[config.mk]
export PLATFORM = sky130hd
export DESIGN_NAME = wb_commit
export DESIGN_NICKNAME = d
export VERILOG_FILES = /design/src/rtl/wb_commit_pkg.sv /design/src/rtl/wb_load_align.sv /design/src/rtl/wb_commit.sv
export SDC_FILE = /design/constraint.sdc
export NUM_CORES = 1
export LEC_CHECK = 0
export CORE_UTILIZATION = 57
export DETAILED_ROUTE_END_ITERATION = 8
export PLACE_DENSITY_LB_ADDON = 0.15
export SLEW_MARGIN = 40
export SYNTH_ARGS = -nofsm -noshare
export SYNTH_HDL_FRONTEND = slang
export SYNTH_SLANG_ARGS = --single-unit
[constraint.sdc]
create_clock -name clk -period 4.6 [get_ports clk]
set_clock_uncertainty 0.1 [all_clocks]
set_input_delay 0.92 -clock clk [delete_from_list [all_inputs] [get_ports clk]]
set_output_delay 0.92 -clock clk [all_outputs]
set_load 0.03 [all_outputs]
[src/rtl/wb_commit_pkg.sv]
// Shared widths, RV32I load funct3 encodings and sign-extension helpers
// for the writeback/commit stage (wb_commit) and its load aligner.
// Latency: n/a (declarations only). Backpressure: n/a.
package wb_commit_pkg;

    localparam int DATA_W     = 32;   // register-file data width
    localparam int REG_ADDR_W = 5;    // register address width
    localparam int REG_NUM    = 32;   // number of architectural registers

    // Load funct3 encodings (RV32I)
    localparam logic [2:0] F3_LB  = 3'b000;
    localparam logic [2:0] F3_LH  = 3'b001;
    localparam logic [2:0] F3_LW  = 3'b010;
    localparam logic [2:0] F3_LBU = 3'b100;
    localparam logic [2:0] F3_LHU = 3'b101;

    function automatic logic [DATA_W-1:0] sext8(input logic [7:0] b);
        return {{(DATA_W-8){b[7]}}, b};
    endfunction

    function automatic logic [DATA_W-1:0] sext16(input logic [15:0] h);
        return {{(DATA_W-16){h[15]}}, h};
    endfunction

endpackage

[src/rtl/wb_load_align.sv]
// Load aligner: extracts and sign/zero-extends the byte, halfword or word
// selected by funct3/addr_lo from the raw memory word; flags bad loads.
// Latency: purely combinational. Backpressure: none (no handshake).
// Ports: raw (memory word), funct3, addr_lo -> data (0 on error), err.
module wb_load_align
    import wb_commit_pkg::*;
(
    input  logic [DATA_W-1:0] raw,
    input  logic [2:0]        funct3,
    input  logic [1:0]        addr_lo,
    output logic [DATA_W-1:0] data,
    output logic              err
);

    logic [7:0]  byte_sel;
    logic [15:0] half_sel;

    always_comb begin
        case (addr_lo)
            2'd0:    byte_sel = raw[7:0];
            2'd1:    byte_sel = raw[15:8];
            2'd2:    byte_sel = raw[23:16];
            default: byte_sel = raw[31:24];
        endcase
        half_sel = addr_lo[1] ? raw[31:16] : raw[15:0];
    end

    // Errored loads return zero so nothing stale leaks into wdata.
    always_comb begin
        data = '0;
        err  = 1'b0;
        case (funct3)
            F3_LB:  data = sext8(byte_sel);
            F3_LBU: data = {{(DATA_W-8){1'b0}}, byte_sel};
            F3_LH: begin
                if (addr_lo[0]) err  = 1'b1;
                else            data = sext16(half_sel);
            end
            F3_LHU: begin
                if (addr_lo[0]) err  = 1'b1;
                else            data = {{(DATA_W-16){1'b0}}, half_sel};
            end
            F3_LW: begin
                if (addr_lo != 2'd0) err  = 1'b1;
                else                 data = raw;
            end
            default: err = 1'b1;
        endcase
    end

endmodule

[src/rtl/wb_commit.sv]
// Writeback/commit stage: drives the register-file write port from MEM
// results and keeps a per-register pending-write scoreboard for decode.
// Latency: we/waddr/wdata/ld_err registered 1 cycle after accept.
// Backpressure: mem_ready drops on rst or wb_stall; iss_ready drops when
// the destination's in-flight counter is saturated.
// Ports: clk/rst; mem_* result handshake; wb_stall; we/waddr/wdata/ld_err
// register-file port; iss_* issue handshake; q_r1/q_r2 -> q_busy1/q_busy2.
// Optional: define WB_INSTRET_EN to add the 64-bit instret output
// counting every accepted result.
module wb_commit
    import wb_commit_pkg::*;
#(
    parameter int CNT_W = 2
) (
    input  logic                  clk,
    input  logic                  rst,
    // MEM-stage result
    input  logic                  mem_valid,
    output logic                  mem_ready,
    input  logic                  mem_rd_we,
    input  logic [REG_ADDR_W-1:0] mem_rd,
    input  logic                  mem_is_load,
    input  logic [2:0]            mem_funct3,
    input  logic [1:0]            mem_addr_lo,
    input  logic [DATA_W-1:0]     mem_result,
    input  logic                  wb_stall,
    // register-file write port
    output logic                  we,
    output logic [REG_ADDR_W-1:0] waddr,
    output logic [DATA_W-1:0]     wdata,
    output logic                  ld_err,
`ifdef WB_INSTRET_EN
    output logic [63:0]           instret,
`endif
    // decode issue / operand query
    input  logic                  iss_valid,
    input  logic [REG_ADDR_W-1:0] iss_rd,
    output logic                  iss_ready,
    input  logic [REG_ADDR_W-1:0] q_r1,
    input  logic [REG_ADDR_W-1:0] q_r2,
    output logic                  q_busy1,
    output logic                  q_busy2
);

    localparam logic [CNT_W-1:0] CNT_MAX = '1;

    logic                  accept;
    logic [DATA_W-1:0]     ld_data;
    logic                  ld_bad;
    logic                  res_err;
    logic [DATA_W-1:0]     res_data;
    logic                  dec_pending;
    logic [REG_ADDR_W-1:0] dec_rd;
    logic                  iss_fire;
    logic [CNT_W-1:0]      cnt [REG_NUM];
    logic [REG_NUM-1:1]    inc_vec;
    logic [REG_NUM-1:1]    dec_vec;

    assign mem_ready = !rst && !wb_stall;
    assign accept    = mem_valid && mem_ready;

    wb_load_align u_align (
        .raw     (mem_result),
        .funct3  (mem_funct3),
        .addr_lo (mem_addr_lo),
        .data    (ld_data),
        .err     (ld_bad)
    );

    assign res_err  = mem_is_load && ld_bad;
    assign res_data = mem_is_load ? ld_data : mem_result;

    // Write port. dec_pending trails the accept by one edge so the counter
    // decrements at the edge that ends the we cycle; errored loads still
    // retire their scoreboard entry even though nothing is written.
    always_ff @(posedge clk) begin
        if (rst) begin
            we          <= 1'b0;
            waddr       <= '0;
            wdata       <= '0;
            ld_err      <= 1'b0;
            dec_pending <= 1'b0;
            dec_rd      <= '0;
        end else begin
            we          <= 1'b0;
            ld_err      <= 1'b0;
            dec_pending <= 1'b0;
            if (accept) begin
                waddr       <= mem_rd;
                wdata       <= res_data;
                we          <= mem_rd_we && (mem_rd != '0) && !res_err;
                ld_err      <= res_err;
                dec_pending <= mem_rd_we && (mem_rd != '0);
                dec_rd      <= mem_rd;
            end
        end
    end

    // Scoreboard
    assign iss_ready = !rst && ((iss_rd == '0) || (cnt[iss_rd] != CNT_MAX));
    assign iss_fire  = iss_valid && iss_ready && (iss_rd != '0);

    always_comb begin
        inc_vec = '0;
        dec_vec = '0;
        for (int i = 1; i < REG_NUM; i++) begin
            inc_vec[i] = iss_fire && (iss_rd == REG_ADDR_W'(i));
            dec_vec[i] = dec_pending && (dec_rd == REG_ADDR_W'(i));
        end
    end

    // Simultaneous issue and retire cancel; a retire with nothing in
    // flight saturates at zero rather than wrapping.
    always_ff @(posedge clk) begin
        if (rst) begin
            for (int i = 0; i < REG_NUM; i++) cnt[i] <= '0;
        end else begin
            cnt[0] <= '0;
            for (int i = 1; i < REG_NUM; i++) begin
                if (inc_vec[i] && !dec_vec[i])
                    cnt[i] <= cnt[i] + CNT_W'(1);
                else if (dec_vec[i] && !inc_vec[i] && (cnt[i] != '0))
                    cnt[i] <= cnt[i] - CNT_W'(1);
            end
        end
    end

    // The register file bypasses wdata during the we cycle, so the last
    // outstanding write to a register no longer counts as busy then.
    assign q_busy1 = (q_r1 != '0) && (cnt[q_r1] != '0) &&
                     !(we && (waddr == q_r1) && (cnt[q_r1] == CNT_W'(1)));
    assign q_busy2 = (q_r2 != '0) && (cnt[q_r2] != '0) &&
                     !(we && (waddr == q_r2) && (cnt[q_r2] == CNT_W'(1)));

`ifdef WB_INSTRET_EN
    always_ff @(posedge clk) begin
        if (rst)         instret <= '0;
        else if (accept) instret <= instret + 64'd1;
    end
`endif

endmodule

==> metrics.log <==
[metrics] critical path class: input port to primary output
[metrics] number of global-route vias before repair: 7,502
[metrics] post-CTS clock slew at the launch and capture registers of the worst setup and hold paths: 0.08 ns
[metrics] startpoint type of the worst setup path: input port
[metrics] total congestion overflow after global routing: 0
[metrics] overall fraction of global-route tracks in use: 37.61%
[metrics] worst-case vdd ir drop: 0.0001875 V
[metrics] RSZ-0062 raised after global routing: false
[metrics] I/O Pins: 107
[metrics] CTS Sinks: 102
[metrics] fill count: 1,067
[metrics] H-tree levels: 3
[metrics] global-route layer with the greatest usage: met2
[metrics] number of synthesized flops with an enable pin: 62
[metrics] Max Root-Sink Buffers: 2
[metrics] Async S/R FF share, synth: 0%
[metrics] initial cell density of the core: 59.34%
[metrics] number of remaining DRC errors: 0
[metrics] Setup TNS: 0 ns
[metrics] leading register cell type out of synthesis: edfxtp_1
[metrics] via total after detailed routing: 8,201
[metrics] R2R cell count: 8
[metrics] most frequent cell after synthesis: nor2_1
[metrics] wire per inst: 22.72 um
[metrics] antenna violation net count after detailed routing: 0
[metrics] number of setup buffers added after CTS: 0
[metrics] synth-to-layout area growth: 20.71%
[metrics] Flop pwr share: 44.8%
[metrics] critical path, cell by cell: clkdlybuf4s50_1 > xor2_1 > nor4_2 > nand2_1 > a211oi_1 > a21oi_1 > mux4_2 > dlygate4sd2_1
[metrics] share of power burned in combinational logic: 22.1%
[metrics] M2 GR Usage: 55.82%
[metrics] clock tree from TritonCTS: done
[metrics] number of cells on the worst hold path: 2
[metrics] class of the worst hold path: flop to flop
[metrics] Power Dens Cells: 256.5 nW/um^2
[metrics] cell type of the slowest stage on the worst timing path: clkdlybuf4s50_1
[metrics] final critical delay including setup and external delays: 4.486 ns
[metrics] Critical Path Max Stage Delay: 0.50 ns
[metrics] Synth top cells by count: 95 x nor2_1, 94 x nand2_1, 82 x o21ai_0
[metrics] number of nets produced by synthesis: 967
[metrics] M1 GR Usage: 50.99%
[metrics] count of maximum capacitance violations: 0
[metrics] Worst Hold Slack: 0.3732 ns
[metrics] endpoint kind of the worst setup timing path: primary output
[metrics] switching share of power: 30.58%
[metrics] Placement Setup Slack: -0.09273 ns
[metrics] final weighted congestion of routability-driven global placement: 0.9848
[metrics] final-stage net count: 1,051
[metrics] CORE AREA: 13,400 sq um
[metrics] Tot Pwr: 2461 uW
[metrics] post-route fraction of the period consumed by the critical path: 97.52%
[metrics] Arr. time, crit path: 3.47 ns
[metrics] overall die height: 120.1 um
[metrics] final setup margin: 0.1142 ns
[metrics] internal cell power: 1709 uW
[metrics] worst slew margin relative to its limit: 38.83%
[metrics] HPWL reported at the end of detailed placement: 19,480 um
[metrics] number of DRC violations after detailed-routing iteration 0: 1,141
[metrics] count of yosys warnings during synthesis: 0
[metrics] site row count: 42
[metrics] number of buffers added to fix hold violations after cts: 0
[metrics] Yosys top cell area share: 23.41%
[metrics] port buffer count: 106
[metrics] syn_area_per_cell: 8.815 sq um
[metrics] flip-flop and latch count after synthesis: 102
[metrics] post-detailed-route via-to-cell ratio: 7.027
[metrics] clock latency reported for the late side of the worst-skew pair: 0.36 ns
[metrics] maximum fanout along the worst path: 6
[metrics] final setup violation count: 0
[metrics] Antenna diodes: 0
[metrics] outcome: complete, no violations
[metrics] gate count after technology mapping: 902
[metrics] pin count of the biggest net entering global routing: 47
[metrics] instance area at placement: 9275 sq um
[metrics] Max Clock Freq: 222.9 MHz
[metrics] Pins Over Slew Limit: 0
[metrics] Pre-antenna DRT Iters: 6
[metrics] required time of the critical path: 3.58 ns
[metrics] area of the die: 14,430 sq um
[metrics] Routed WL: 26,520 um
[metrics] fraction of the yosys area taken by sequential cells: 33.49%
[metrics] number of antenna violations at the first check in global routing: 0
[metrics] final number of hold-violating endpoints: 0
[metrics] global routing met3 resource utilization: 9.506%
[metrics] mapped cell area: 7951 sq um
[metrics] first-pass GRT wire length: 41,300 um
[metrics] share of cells above drive strength 1: 12.82%
[metrics] count of unique library cells instantiated by Yosys: 61
[metrics] switching power: 752.6 uW
[metrics] width of the die: 120.1 um
[metrics] number of CTS-inserted buffers: 9
[metrics] summed area of non-filler cells in the final layout: 9598 sq um
[metrics] Area contributors post-synth: edfxtp_1 23%, mux4_2 14%, dfxtp_1 10%, o21ai_0 5.2%, nand3_1 4.7%
[metrics] leakage power: 0.003372 uW
[metrics] clock share of power: 33.2%
[metrics] clock root buffer master: clkbuf_16
[metrics] cell type contributing the most total cell area after synthesis: edfxtp_1
[metrics] measured slew at the worst slew-check pin: 0.9156 ns
-- layout make-up --
type	instances	area, sq um	share of cell area, %
clock buffers	9	225.2	2.346
multi-input cells	725	4981	51.90
clock inverters	7	90.09	0.9386
repair buffers	141	1393	14.51
well taps	176	220.2	2.294
inverters	7	26.28	0.2738
flip-flops and latches	102	2663	27.74
-- per-layer routing --
layer	part of all wire, %	routed length [um]
met2	43	11470
met3	13	3399
met4	5.4	1421
met5	0	0
met1	39	10230
-- what timing repair did --
action,in CTS,in global routing
endpoints found under the setup margin,1,2
resized for setup,1,2
pin swaps,1,0
-- worst paths after layout --
check	startpoint	slack (ns)	to
worst max-delay path	q_r1[2]	0.11	q_busy1
worst min-delay path	wdata[8]	0.37	wdata[8]
worst max register to register	cnt[14][1]	1.62	cnt[15][1]
worst min register to register	wdata[8]	0.37	wdata[8]
-- state kept, by name, indices dropped and copies added (netlist names) --
signal / cells
we: 1
dec_rd: 5
dec_pending: 1
ld_err: 1
cnt: 62
wdata: 32
-- logic make-up (layout without fill, tap and decap cells) --
kind of cell             after synthesis  count (layout)  synth area share (%)
multiplexers                          76              76                 17.20
flip-flops                           102             102                 33.49
adder cells (fa/ha/maj)                1               1                0.1573
buffers and inverters                 75             164                 4.044
AND/OR/NAND/NOR                      379             379                 22.96
AO/OA/AOI/OAI                        252             252                 20.28
XOR/XNOR                              17              17                 1.873
-- layout by cell type (no fill, tap or decap), types with 9 or more instances in the layout --
master / count
or3_1: 9
o211ai_1: 9
clkdlybuf4s50_1: 102
dfxtp_1: 40
nand2_1: 94
edfxtp_1: 62
nand3_1: 74
nor2_1: 94
mux2i_1: 23
nor3_1: 13
a22oi_1: 24
a211o_1: 9
mux4_2: 48
clkbuf_16: 9
xor2_1: 15
and3_1: 9
buf_4: 30
o21ai_0: 82
a211oi_1: 9
nor2b_1: 21
and2_1: 11
nand2b_1: 16
a21oi_1: 59
-- stage by stage --
stage                     cells  util, %
after detailed placement   1151    69.22
after floorplan             902        -
final                      1167    71.62
after global placement     1151    69.20
after CTS                  1167    71.56
after global routing       1167    71.62
-- critical path: cells and delay by family --
kind / cells / cell delay (ns)
compound gates: 2 / 0.40
xor+xnor: 1 / 0.20
buf+inv: 2 / 0.87
mux: 1 / 0.47
simple gates: 2 / 0.60
-- power by group through the flow --
| stage | registers, uW | clock network, uW | logic [uW] |
|---|---|---|---|
| finish | 1100 | 817 | 543 |
| CTS | 1090 | 820 | 531 |
| floorplan | 1110 | 0 | 312 |
| global placement | 1110 | 0 | 519 |
| global route | 1100 | 855 | 576 |
| detailed placement | 1110 | 0 | 528 |
Note: power is estimated with default switching activity, not from simulation.
